$ cat src/rtl/alu_issue_controller.sv
// Round-robin arbiter and sequencer in front of a shared combinational ALU.
// Registers the granted op, holds it for the opcode's latency, then presents a tagged response.
module alu_issue_controller #(
   parameter int WIDTH      = 16,
   parameter int MUL_CYCLES = 2,
   parameter int DIV_CYCLES = 4
) (
   input  logic             clk,
   input  logic             rst_n,
   input  logic             req0_valid,
   output logic             req0_ready,
   input  logic [4:0]       req0_opcode,
   input  logic [WIDTH-1:0] req0_x,
   input  logic [WIDTH-1:0] req0_y,
   input  logic             req1_valid,
   output logic             req1_ready,
   input  logic [4:0]       req1_opcode,
   input  logic [WIDTH-1:0] req1_x,
   input  logic [WIDTH-1:0] req1_y,
   output logic [4:0]       alu_opcode,
   output logic [WIDTH-1:0] alu_x,
   output logic [WIDTH-1:0] alu_y,
   input  logic [WIDTH-1:0] alu_r,
   input  logic [4:0]       alu_flags,
   output logic             rsp_valid,
   input  logic             rsp_ready,
   output logic             rsp_id,
   output logic [WIDTH-1:0] rsp_r,
   output logic [4:0]       rsp_flags,
   output logic             busy
);

   localparam int MAX_LAT = (MUL_CYCLES > DIV_CYCLES) ? MUL_CYCLES : DIV_CYCLES;
   localparam int CNT_W   = (MAX_LAT > 1) ? $clog2(MAX_LAT) : 1;

   typedef enum logic [1:0] {IDLE, EXEC, RESP} state_t;

   state_t           state, state_next;
   logic             last_grant;
   logic             grant_valid;
   logic             grant_id;
   logic [CNT_W-1:0] cnt;
   logic [4:0]       sel_opcode;
   logic [WIDTH-1:0] sel_x;
   logic [WIDTH-1:0] sel_y;

   function automatic logic is_mul(input logic [4:0] op);
      return (op == 5'b00011) || (op == 5'b01111);
   endfunction

   function automatic logic is_divmod(input logic [4:0] op);
      return (op == 5'b00100) || (op == 5'b00101);
   endfunction

   // Counter load is latency minus one so EXEC lasts exactly LAT cycles.
   function automatic logic [CNT_W-1:0] lat_minus_one(input logic [4:0] op);
      if (is_divmod(op))
         return CNT_W'(DIV_CYCLES - 1);
      else if (is_mul(op))
         return CNT_W'(MUL_CYCLES - 1);
      else
         return '0;
   endfunction

   // On a tie the requester that did not win last time is granted.
   always_comb begin
      grant_valid = (state == IDLE) && (req0_valid || req1_valid);
      if (req0_valid && req1_valid)
         grant_id = ~last_grant;
      else
         grant_id = req1_valid;
      req0_ready = grant_valid && !grant_id;
      req1_ready = grant_valid && grant_id;
      sel_opcode = grant_id ? req1_opcode : req0_opcode;
      sel_x      = grant_id ? req1_x : req0_x;
      sel_y      = grant_id ? req1_y : req0_y;
   end

   always_comb begin
      state_next = state;
      case (state)
         IDLE:    if (grant_valid) state_next = EXEC;
         EXEC:    if (cnt == '0) state_next = RESP;
         RESP:    if (rsp_ready) state_next = IDLE;
         default: state_next = IDLE;
      endcase
   end

   always_ff @(posedge clk or negedge rst_n) begin
      if (!rst_n)
         state <= IDLE;
      else
         state <= state_next;
   end

   // The div_invalid flag is only meaningful for divide/modulo results.
   always_ff @(posedge clk or negedge rst_n) begin
      if (!rst_n) begin
         alu_opcode <= '0;
         alu_x      <= '0;
         alu_y      <= '0;
         last_grant <= 1'b1;
         cnt        <= '0;
         rsp_id     <= 1'b0;
         rsp_r      <= '0;
         rsp_flags  <= '0;
      end else begin
         if (grant_valid) begin
            alu_opcode <= sel_opcode;
            alu_x      <= sel_x;
            alu_y      <= sel_y;
            rsp_id     <= grant_id;
            last_grant <= grant_id;
            cnt        <= lat_minus_one(sel_opcode);
         end else if (state == EXEC) begin
            if (cnt != '0) begin
               cnt <= cnt - CNT_W'(1);
            end else begin
               rsp_r     <= alu_r;
               rsp_flags <= {alu_flags[4] & is_divmod(alu_opcode), alu_flags[3:0]};
            end
         end
      end
   end

   assign rsp_valid = (state == RESP);
   assign busy      = (state != IDLE);

endmodule

$ cat config.mk
export PLATFORM = sky130hd
export DESIGN_NAME = alu_issue_controller
export DESIGN_NICKNAME = d
export VERILOG_FILES = /design/src/rtl/alu_issue_controller.sv
export SDC_FILE = /design/constraint.sdc
export NUM_CORES = 1
export LEC_CHECK = 0
export BUFFER_PORTS_ARGS = -buffer_cell sky130_fd_sc_hd__buf_4
export CAP_MARGIN = 25
export CORE_MARGIN = 2
export CORE_UTILIZATION = 45
export DETAILED_ROUTE_END_ITERATION = 16
export GPL_TIMING_DRIVEN = 1
export PLACE_DENSITY = 0.85
export SYNTH_ARGS = -nofsm -noshare
export SYNTH_HDL_FRONTEND = slang
export SYNTH_SLANG_ARGS = --single-unit
$ cat constraint.sdc
create_clock -name clk -period 1.6 [get_ports clk]
set_input_delay 0.24 -clock clk [delete_from_list [all_inputs] [get_ports clk]]
set_output_delay 0.24 -clock clk [all_outputs]
set_load 0.05 [all_outputs]
==> metrics.txt <==
# TYPE chip_impl_metric gauge
chip_impl_metric{name="drt_iter0_markers",unit=""} 132
chip_impl_metric{name="fin_nets",unit=""} 572
chip_impl_metric{name="dpl.hpwl",unit="µm"} 6420
chip_impl_metric{name="synth_async_reset_ratio",unit="%"} 100
chip_impl_metric{name="area.growth.synth_to_final",unit="%"} 52.7
chip_impl_metric{name="finalSetupTns",unit="ps"} 0
chip_impl_metric{name="drc_errors",unit=""} 0
chip_impl_metric{name="antenna_found_initial",unit=""} 0
chip_impl_metric{name="fp.dieArea",unit="µm²"} 7850
chip_impl_metric{name="rr_worst_depth",unit=""} 6
chip_impl_metric{name="finalWorstPathRequiredPeriod",unit="ps"} 1580
chip_impl_metric{name="wire_length_of_the_first_global_routing_pass",unit="µm"} 13400
chip_impl_info{name="crit_end",value="rsp_valid"} 1
chip_impl_metric{name="die-height",unit="µm"} 88.6
chip_impl_metric{name="number_of_register_bits_inferred_by_synthesis",unit=""} 64
chip_impl_info{name="end_kind",value="primary output"} 1
chip_impl_info{name="outcome",value="finished clean"} 1
chip_impl_metric{name="core_area",unit="µm²"} 6870
chip_impl_metric{name="clock_path_buffers",unit=""} 2
chip_impl_metric{name="core.rowCount",unit=""} 30
chip_impl_info{name="worst_setup_path_class",value="flip-flop to primary output"} 1
chip_impl_metric{name="clk_transition_reported_paths",unit="ps"} 80
chip_impl_metric{name="max_slew_vio_count",unit=""} 0
chip_impl_info{name="worst_r2r_startpoint",value="state[0]"} 1
chip_impl_metric{name="place_congestion",unit=""} 0.836
chip_impl_metric{name="htreeDepth",unit=""} 3
chip_impl_metric{name="number_of_nets_still_failing_antenna_checks_after_routing",unit=""} 0
chip_impl_info{name="post_synth_main_area_contributors",value="sky130_fd_sc_hd__dfrtp_1, sky130_fd_sc_hd__a31oi_2, sky130_fd_sc_hd__nand2_1"} 1
chip_impl_metric{name="grt_use_total",unit="%"} 22.4
chip_impl_metric{name="layout_worst_path_cycle_share",unit="%"} 99.0
chip_impl_metric{name="io_pins",unit=""} 163
chip_impl_metric{name="clkLatencyLatePin",unit="ps"} 340
chip_impl_metric{name="whs_path_depth",unit=""} 2
chip_impl_info{name="cp-startpoint",value="state[0]"} 1
chip_impl_info{name="synth_most_common_cell",value="sky130_fd_sc_hd__nand2_1"} 1
chip_impl_metric{name="critical_path_arrival",unit="ps"} 1340
chip_impl_metric{name="grt_start_max_net_pins",unit=""} 47
chip_impl_metric{name="max_slew_margin",unit="%"} 73.0
chip_impl_info{name="grt_setup_unrepaired",value="yes"} 1
chip_impl_metric{name="power-per-cell-area",unit="nW/µm²"} 2480
chip_impl_info{name="synth_largest_area_cell",value="sky130_fd_sc_hd__dfrtp_1"} 1
chip_impl_metric{name="hold_viol",unit=""} 0
chip_impl_metric{name="cts-buffers-inserted",unit=""} 9
chip_impl_metric{name="final-setup-viol-count",unit=""} 0
chip_impl_metric{name="routed_wl",unit="µm"} 8970
chip_impl_metric{name="routed_wire_length_per_instance",unit="µm"} 15.7
chip_impl_metric{name="setup_ws_post_layout",unit="ps"} 16.0
chip_impl_info{name="worst_hold_path_type",value="input pin to flip-flop"} 1
chip_impl_info{name="cts_root_buffer",value="sky130_fd_sc_hd__clkbuf_8"} 1
chip_impl_metric{name="worst_pin_slew",unit="ps"} 405
chip_impl_metric{name="largest_vdd_supply_drop",unit="mV"} 1.26
chip_impl_metric{name="port-buffer-count",unit=""} 162
chip_impl_metric{name="detailroute.via_count",unit=""} 2852
chip_impl_info{name="synth_ff_type",value="sky130_fd_sc_hd__dfrtp_1"} 1
chip_impl_metric{name="cap_violations",unit=""} 0
chip_impl_info{name="worst_setup_path_start_kind",value="flip-flop"} 1
chip_impl_metric{name="register_to_register_setup_slack",unit="ps"} 80
chip_impl_metric{name="initial_core_utilization",unit="%"} 46.9
chip_impl_metric{name="detailedRoute.firstPassIterationCount",unit=""} 4
chip_impl_info{name="tritoncts",value="done"} 1
chip_impl_metric{name="worstPathMaxFanout",unit=""} 2
chip_impl_metric{name="power_leakage",unit="µW"} 0.00228
chip_impl_metric{name="cts.sink_count",unit=""} 64
chip_impl_metric{name="layout.filler_cells",unit=""} 552
chip_impl_metric{name="mean_area_per_synthesized_cell",unit="µm²"} 10.9
chip_impl_metric{name="worst_ep_required_time",unit="ps"} 1360
chip_impl_metric{name="vias_cell",unit=""} 4.99
chip_impl_metric{name="synth_fp_nets",unit=""} 397
chip_impl_metric{name="syn-instance-count",unit=""} 296
chip_impl_metric{name="max_clock_freq",unit="GHz"} 0.631
chip_impl_metric{name="dieWidth",unit="µm"} 88.6
chip_impl_metric{name="yosysWarnings",unit=""} 0
chip_impl_info{name="r2r_end",value="cnt[0]"} 1
chip_impl_metric{name="mappedNetlistArea",unit="µm²"} 3220
chip_impl_metric{name="antennaDiodeCount",unit=""} 0
chip_impl_metric{name="ys_seq_area_share",unit="%"} 49.8
chip_impl_metric{name="fin_worst_skew",unit="ps"} 7.61
chip_impl_metric{name="post-route-cell-area",unit="µm²"} 4920
chip_impl_metric{name="placed_cell_area",unit="µm²"} 4520
chip_impl_metric{name="share_of_cells_above_drive_strength_1",unit="%"} 60.1
chip_impl_metric{name="pre_cts_slack",unit="ps"} 127
chip_impl_info{name="synth.cells.most_frequent",value="sky130_fd_sc_hd__nand2_1, sky130_fd_sc_hd__dfrtp_1, sky130_fd_sc_hd__a31oi_2"} 1
chip_impl_metric{name="synthDominantCellAreaShare",unit="%"} 49.0
chip_impl_metric{name="grt_pass1_vias",unit=""} 2879
chip_impl_metric{name="synth_enable_flop_cells",unit=""} 0
chip_impl_metric{name="yosysUniqueCellTypes",unit=""} 35
chip_impl_metric{name="grt_overflow",unit=""} 0
-- per-layer routing --
metal	vias up	global-route usage (%)	wire length (µm)
li1	1357	-	-
met1	1374	26.7	3460
met2	92	38.6	4780
met3	29	3.17	380
met4	0	13.4	345
met5	-	0	0
-- metrics by stage --
step	hold WS, ps	std cells	utilization, %	total power (µW)
detailed placement	193	548	65.8	10200
floorplan	-55.6	296	-	8220
CTS	83.4	568	70.1	12000
global route	112	572	71.6	12800
finish	121	572	71.6	12200
global placement	194	548	65.8	10000
-- cells by family (layout without fill, tap and decap cells) --
family	Yosys count	after routing	share of synthesized area [%]
adder cells (fa/ha/maj)	1	1	0.389
XOR/XNOR	2	2	0.544
multiplexers	20	20	7.00
buffers and inverters	22	202	6.53
AND/OR/NAND/NOR	135	135	19.3
AO/OA/AOI/OAI	52	52	16.5
flip-flops	64	64	49.8
-- cell usage in the layout (no fill, tap or decap), drive strengths merged, types with 2 or more instances in the layout --
| cell | n |
|---|---|
| buf | 180 |
| nand2 | 78 |
| dfrtp | 63 |
| nor2 | 43 |
| a31oi | 38 |
| mux2 | 20 |
| clkbuf | 10 |
| inv | 4 |
| o21ai | 4 |
| nand4 | 3 |
| a21o | 3 |
| bufinv | 3 |
| a21oi | 3 |
| nand2b | 3 |
| clkinv | 3 |
| xnor2 | 2 |
| nor4b | 2 |
-- state kept, by name (all words and copies together) (netlist names) --
register,count
rsp_r,16
rsp_id,1
rsp_flags,5
alu_x,16
alu_opcode,5
cnt,2
alu_y,16
last_grant,1
state,2
-- how the worst min path moves through the flow --
stage / end / from / slack (ps)
6_report: rsp_r[11] / alu_r[11] / 120
5_1_grt: rsp_r[11] / alu_r[11] / 110
4_1_cts: state[1] / rsp_ready / 80
3_5_place_dp: alu_x[7] / rst_n / 190
3_3_place_gp: alu_x[3] / rst_n / 190
2_1_floorplan: alu_opcode[0] / rst_n / -60
-- area by class of cell --
class	instances	area, µm²	share of cell area, %
clock inverters	7	120	2.44
multi-input cells	210	1480	30.0
well taps	96	120	2.44
repair buffers	182	1460	29.7
clock buffers	9	124	2.52
flip-flops and latches	64	1600	32.6
inverters	4	15.0	0.305
-- repair_timing --
action                     CTS  global route
cloned                       0             1
pin swaps                    2             4
hold buffers                 1             0
setup endpoints to repair    3             5
hold endpoints to repair    28             0
gates resized for setup      8             9
buffers inserted             3             3
-- worst max-delay path, stage by stage (launching register included) --
cell                      delay (ps)
sky130_fd_sc_hd__dfrtp_1         420
sky130_fd_sc_hd__buf_6           130
sky130_fd_sc_hd__or2b_1          220
sky130_fd_sc_hd__inv_1            70
sky130_fd_sc_hd__buf_6           150
-- where the power goes --
part           switching [µW]  internal, µW  total [µW]  leakage, µW
clock network             662          1040        1700     0.000119
registers                 535          2470        3010     0.000730
logic                    4800          2710        7510      0.00143
Note: power is estimated with default switching activity, not from simulation.
